$ cat src/rtl/read_pointer.sv
// Read-side pointer and status controller for a dual-clock asynchronous FIFO.
// Everything here lives in the rclk domain. The write pointer arrives already
// synchronized (Gray-coded). This block advances the binary read counter,
// publishes a registered Gray read pointer, and derives registered
// empty / almost-empty / occupancy / read-valid / sticky-underflow status.
module read_pointer #(
    parameter int ADDR_SIZE     = 4,
    parameter int AEMPTY_THRESH = 2
) (
    input  logic                 rclk,
    input  logic                 r_rst_n,
    input  logic                 r_en,
    input  logic [ADDR_SIZE:0]   w_ptr_sync,
    input  logic                 uf_clr,
    output logic [ADDR_SIZE-1:0] r_addr,
    output logic [ADDR_SIZE:0]   r_ptr,
    output logic                 empty,
    output logic                 almost_empty,
    output logic [ADDR_SIZE:0]   r_count,
    output logic                 rd_valid,
    output logic                 underflow
);

    // Threshold resized to pointer width so the compare is width-matched.
    localparam logic [ADDR_SIZE:0] AE_LIMIT = (ADDR_SIZE + 1)'(AEMPTY_THRESH);

    logic [ADDR_SIZE:0] bin_reg;
    logic [ADDR_SIZE:0] bin_next;
    logic [ADDR_SIZE:0] gray_next;
    logic [ADDR_SIZE:0] wbin;
    logic [ADDR_SIZE:0] cnt_next;
    logic               accept;
    logic               underflow_next;

    // A read is only taken when the registered empty flag says data is there;
    // because empty updates on the same edge as the last accept, back-to-back
    // reads can never run past the write pointer.
    assign accept    = r_en & ~empty;
    assign bin_next  = bin_reg + {{ADDR_SIZE{1'b0}}, accept};
    assign gray_next = bin_next ^ (bin_next >> 1);
    assign r_addr    = bin_reg[ADDR_SIZE-1:0];

    // Gray-to-binary of the synchronized write pointer: each binary bit is the
    // XOR of all Gray bits from the MSB down to that position.
    genvar gi;
    generate
        for (gi = 0; gi <= ADDR_SIZE; gi++) begin : g_gray2bin
            assign wbin[gi] = ^w_ptr_sync[ADDR_SIZE:gi];
        end
    endgenerate

    // Modular subtraction keeps the occupancy right across pointer wrap.
    assign cnt_next = wbin - bin_next;

    // Sticky underflow: a read attempted while empty sets it; a clear in the
    // same cycle loses to the set.
    always_comb begin
        underflow_next = underflow;
        if (r_en && empty) begin
            underflow_next = 1'b1;
        end else if (uf_clr) begin
            underflow_next = 1'b0;
        end
    end

    // Pointer and status registers; reset is asynchronous so the FIFO reads as
    // empty immediately when reset is asserted, without waiting for a clock.
    always_ff @(posedge rclk or negedge r_rst_n) begin
        if (!r_rst_n) begin
            bin_reg      <= '0;
            r_ptr        <= '0;
            empty        <= 1'b1;
            almost_empty <= 1'b1;
            r_count      <= '0;
            rd_valid     <= 1'b0;
            underflow    <= 1'b0;
        end else begin
            bin_reg      <= bin_next;
            r_ptr        <= gray_next;
            // Plain full-width Gray equality: equal pointers mean nothing to read.
            empty        <= (gray_next == w_ptr_sync);
            almost_empty <= (cnt_next <= AE_LIMIT);
            r_count      <= cnt_next;
            rd_valid     <= accept;
            underflow    <= underflow_next;
        end
    end

endmodule

$ cat config.mk
export PLATFORM = sky130hd
export DESIGN_NAME = read_pointer
export DESIGN_NICKNAME = d
export VERILOG_FILES = /design/src/rtl/read_pointer.sv
export SDC_FILE = /design/constraint.sdc
export NUM_CORES = 1
export LEC_CHECK = 0
export CAP_MARGIN = 30
export CORE_AREA = 4 4 55 57
export DETAILED_ROUTE_END_ITERATION = 12
export DIE_AREA = 0 0 59 61
export PLACE_DENSITY = 0.64
export SETUP_SLACK_MARGIN = 0.2
export SLEW_MARGIN = 20
export SYNTH_ARGS = -nofsm -noshare
export SYNTH_HDL_FRONTEND = slang
export SYNTH_SLANG_ARGS = --single-unit
$ cat constraint.sdc
create_clock -name rclk -period 7.6 [get_ports rclk]
set_input_delay 1.52 -clock rclk [delete_from_list [all_inputs] [get_ports rclk]]
set_output_delay 1.52 -clock rclk [all_outputs]
set_load 0.03 [all_outputs]
==> run metrics, run 1 <==
Final Max Tran Viols 0; Clock Latency Late Sink 0.30 ns; Cell Area, Synth about 980 sq um; DIE HEIGHT 61 um; Area growth syn-to-layout 34.7%; DIE AREA roughly 3600 sq um; non-filler cells, final around 140; Post-CTS Resized 0; GR Overflow Total 0; final number of hold-violating endpoints 0; iteration count of the initial detailed-routing pass 3; CTS Buf Count 3; TNS Setup 0 ns; syn avg cell area 11.9 sq um; Netlist cell types 26; Total GRT Usage 0.118; post-CTS setup buffer count 0; Hold WC Path Type reg2reg; Ports 27; Post-layout nets ~130; detail-routed via count per cell 4.68; Final Wtd Congestion around 0.79; I/O Buffers 26; Worst Path Required a little under 8 ns; RSZ-0062 raised after global routing false; share of cells above drive strength 1 0.107; Iter 0 DRT Violations 7; YS warnings 0; fin crit period around 4.0 ns; DR vias approximately 670; DRC viols 0; pin count of the biggest net entering global routing 19; CTS root buf clkbuf_4; DP HPWL approximately 1400 um; fillcell total 237; TritonCTS clock tree built; Final ANT Viol Nets 0; drt total wl around 1800 um; Slew @ Worst Pin 0.516 ns; worst reg-to-reg setup slack a little under 5 ns; first-pass GRT wire length 3080 um; Final Setup Violations 0; crit start category input pin; Max Cap Viol 0; Hold Worst Slack between 0.5 and 0.6 ns; Cell Area, Placed 1270 sq um; Wirelength per Cell roughly 13 um; Slew headroom 0.654; Starting Density 0.395; status complete, no violations; CP Class in2reg; cells after synthesis 82; CP max FO 5; vias in the first global route 695; Num Clock Sinks 18; Setup crit end kind register; clock skew 0.00302 ns; Max Clk Rate between 0.2 and 0.3 GHz; n_diodes 0; Reg clk slew, reported paths about 0.11 ns; core region area 2480 sq um; register area share after synthesis 0.462; H-tree levels 1; Crit path arrival time roughly 4.2 ns; Final Instance Area approximately 1300 sq um; initial antenna violation count 0; Rows 18; CTS max path bufs 2; cell count after placement ~140; width of the chip ~60 um; Mapped Nets 97; Tcrit/Tclk final 0.520; Hold Buf Count CTS 0; flops & latches, synth 18
placed cells by master, fill, tap and decap left out, drive strengths merged:
master,n
clkdlybuf4s50,26
dfrtp,16
xor2,12
xnor2,12
inv,8
ha,6
clkbuf,4
nand3,3
nand2,3
nor2b,2
nor3,2
a31oi,2
dfstp,2
o21bai,2
maj3,1
xnor3,1
a21oi,1
and3,1
o2111a,1
nor2,1
mux2i,1
or3,1
nand4,1
nand2b,1
o21ai,1
buf,1
synthesized netlist by cell type:
library cell | count | area share
nand2_1 | 3 | 0.011
inv_1 | 8 | 0.031
xnor2_2 | 2 | 0.033
o21bai_1 | 1 | 0.0077
xnor2_1 | 10 | 0.089
o21ai_0 | 1 | 0.0051
dfstp_2 | 2 | 0.054
nor2_1 | 1 | 0.0038
xnor3_4 | 1 | 0.027
xor2_1 | 12 | 0.11
maj3_1 | 1 | 0.010
nor3_1 | 2 | 0.010
nand3_1 | 3 | 0.015
a31oi_1 | 2 | 0.013
ha_1 | 6 | 0.077
buf_2 | 1 | 0.0051
o2111a_1 | 1 | 0.011
dfrtp_1 | 16 | 0.41
mux2i_1 | 1 | 0.010
a21oi_1 | 1 | 0.0051
or3_1 | 1 | 0.0064
nand2b_4 | 1 | 0.014
o21bai_4 | 1 | 0.019
nand4_1 | 1 | 0.0064
and3_1 | 1 | 0.0064
nor2b_1 | 2 | 0.013
critical path, stage by stage:
cell,delay [ns]
clkdlybuf4s50_1,0.47
nor2b_1,0.18
ha_1,0.20
ha_1,0.19
xor2_1,0.42
inv_1,0.09
ha_1,0.35
inv_1,0.14
o21bai_4,0.10
or3_1,0.37
a31oi_1,0.16
cell type report:
type                            instances  area, sq um  area share
Clock buffer                            4         36.3      0.0275
Multi-Input combinational cell         55          492       0.373
Timing Repair Buffer                   27          272       0.206
Sequential cell                        18          453       0.343
Inverter                                8         30.0      0.0227
Tap cell                               30         37.5      0.0284
stage by stage:
stage	worst slack (ns)	util
after global routing	3.48	0.533
final	3.65	0.533
after CTS	3.64	0.528
after detailed placement	3.34	0.514
after floorplan	3.99	-
after global placement	3.41	0.514
per-layer routing:
metal / global-route usage / vias up / part of all wire / wire length, um
met5: 0 / - / 0 / 0
met4: 0.0583 / 0 / 0.018 / 34
met3: 0.0319 / 2 / 0.063 / 116
met2: 0.205 / 17 / 0.50 / 912
met1: 0.133 / 318 / 0.42 / 778
li1: - / 328 / - / -
final timing paths:
path | start | cells after the start | to
worst max-delay path | r_en | 11 | almost_empty
worst min-delay path | empty | 2 | underflow
worst max register to register | empty | 10 | almost_empty
worst min register to register | empty | 2 | underflow
max in group asynchronous | r_rst_n | 2 | empty
min in group asynchronous | r_rst_n | 1 | bin_reg[0]
cell families (layout without fill, tap and decap cells):
family	count (synthesis)	count (layout)	share of synthesized area
XOR/XNOR	25	25	0.257
flip-flops	18	18	0.462
AND/OR/NAND/NOR	15	15	0.0868
buffers and inverters	9	39	0.0358
adder cells (fa/ha/maj)	7	7	0.0868
AO/OA/AOI/OAI	7	7	0.0613
multiplexers	1	1	0.0102
Power of run 1 is left out: the tool's default activity adds up to more than one toggle a clock period on the data nets, which glitch-free logic cannot reach.
==> inputs of run 2 (changes only) <==
PLACE_DENSITY = 0.67   (was 0.64)
clock period = 3.2 ns   (was 7.6 ns; I/O delays follow)
==> run 2 against run 1 <==
  * Die area did not move
  * Critical path type unchanged
  * Critical endpoint unchanged
  * Clock skew rose by 0.0069 ns
  * Utilization rose by 0.76 points
  * Non-clock buffer count rose by 3
  * Design area rose by 1.4%
  * Highest routed layer unchanged
  * Worst setup slack got worse by 3.2 ns
  * Via count rose by 1.1%
  * Flip-flop and latch count did not move
  * Global-route usage rose by 0.43 points
==> run metrics, run 2 (same netlist as run 1, synthesis figures left out) <==
I/O Buffers 26 (unchanged); DR vias 672 (+1.1%); Hold Buf Count CTS 0 (unchanged); detail-routed via count per cell 4.63 (-1.0%); final number of hold-violating endpoints 0 (unchanged); CTS max path bufs 2 (unchanged); Num Clock Sinks 18 (unchanged); clock skew 0.00991 ns (+0.00688 ns); Worst Path Required 3.43 ns (-4.41 ns); RR Startpoint empty; Iter 0 DRT Violations 10 (+3); crit start category input pin; CP max FO 4 (-1); Final Max Tran Viols 0 (unchanged); DIE HEIGHT 61 um (unchanged); Final Setup Violations 0 (unchanged); drt total wl 1850 um (+0.43%); width of the chip 59 um (unchanged); Max Clk Rate about 0.36 GHz; M1 wire length 826 um (+6.2%); TNS Setup 0 ns (unchanged); Setup crit end kind register; commonest non-fill, non-tap cell in the layout clkdlybuf4s50_1; H-tree levels 1 (unchanged); Rows 18 (unchanged); vias in the first global route 742 (+6.8%); pin count of the biggest net entering global routing 19 (unchanged); Post-CTS Resized 0 (unchanged); Starting Density 0.395 (unchanged); post-CTS setup buffer count 0 (unchanged); reg2reg path depth 10 (unchanged); DIE AREA 3600 sq um (unchanged); Slew @ Worst Pin 0.800 ns (+0.284 ns); Tcrit/Tclk final 0.874; Final Wtd Congestion 0.761 (-3.7%); CTS Buf Count 3 (unchanged); Ports 27 (unchanged); TritonCTS clock tree built; leading cell types in the layout, fill and taps excluded clkdlybuf4s50_1, dfrtp_1, xor2_1; Worst Min Path Start underflow; CP Class in2reg; DR WL met3 68 um (-41%); RSZ-0062 raised after global routing false; status complete, no violations; Total GRT Usage 0.122 (+0.00430); Worst Slack Setup Final 0.404 ns (-3.24 ns); Clock Latency Late Sink 0.29 ns (about the same); Wirelength per Cell 12.8 um (-1.6%); Crit path arrival time 3.03 ns (-1.16 ns); first-pass GRT wire length 3250 um (+5.4%); Util after Layout 0.540 (+0.00758); Worst R2R End almost_empty; core region area 2480 sq um (unchanged); share of cells above drive strength 1 0.130 (+0.0233); CTS root buf clkbuf_4; initial antenna violation count 0 (unchanged); iteration count of the initial detailed-routing pass 4 (+1); DP HPWL 1490 um (+5.4%); Max Cap Viol 0 (unchanged); Post-layout nets 131 (+2.3%); GR Overflow Total 0 (unchanged); met2 wire length 927 um (+1.6%); Area growth syn-to-layout 36.7%; Reg clk slew, reported paths 0.11 ns (about the same); n_diodes 0 (unchanged); Hold Crit Depth 2 (unchanged); pre-CTS WS 0.0881 ns (-3.25 ns); fin crit period 2.80 ns; Hold EP underflow; worst reg-to-reg setup slack 0.77 ns (-4.12 ns); DRC viols 0 (unchanged); Hold WC Path Type reg2reg; Final ANT Viol Nets 0 (unchanged); top layer in use met4; Slew headroom 0.465 (-0.189)
[run 2: cell count changes in the layout (fill, tap and decap cells not counted), sizes merged]
| cell | change |
|---|---|
| buf | +3 |
[run 2: per-layer routing]
layer  GRT usage  vias to the layer above
met4      0.0777                        0
li1            -                      333
met5           0                        -
met1       0.145                      323
met2       0.210                       14
met3      0.0149                        2
[run 2: cell type report]
| cell class | count | area, sq um |
|---|---|---|
| Clock buffer | 4 | 36.3 |
| Fill cell | 236 | 1140 |
| Inverter | 8 | 30.0 |
| Multi-Input combinational cell | 55 | 492 |
| Sequential cell | 18 | 453 |
| Tap cell | 30 | 37.5 |
| Timing Repair Buffer | 30 | 290 |
[run 2: worst max path at each step]
stage / slack, ns / startpoint / to / cells after the start
finish: 0.40 / r_en / almost_empty / 11
global placement: 0.13 / r_en / almost_empty / 11
global route: 0.20 / r_en / almost_empty / 11
detailed placement: 0.09 / r_en / almost_empty / 11
floorplan: 0.47 / r_en / almost_empty / 10
CTS: 0.38 / r_en / almost_empty / 11
[run 2: stage by stage]
stage / hold WS (ns) / cell area (sq um) / std cells
floorplan: 0.344 / 980 / 82
global placement: 0.519 / 1300 / 141
detailed placement: 0.517 / 1300 / 141
CTS: 0.535 / 1340 / 145
global route: 0.556 / 1340 / 145
finish: 0.526 / 1340 / 145
[run 2: worst max-delay path, stage by stage]
cell and delay [ns]:
clkdlybuf4s50_1 0.47, nor2b_1 0.18, ha_1 0.19, ha_1 0.18
xor2_1 0.19, inv_1 0.06, ha_1 0.33, inv_1 0.14
o21bai_4 0.10, or3_1 0.36, a31oi_1 0.16
Power of run 2 is left out for the same reason.
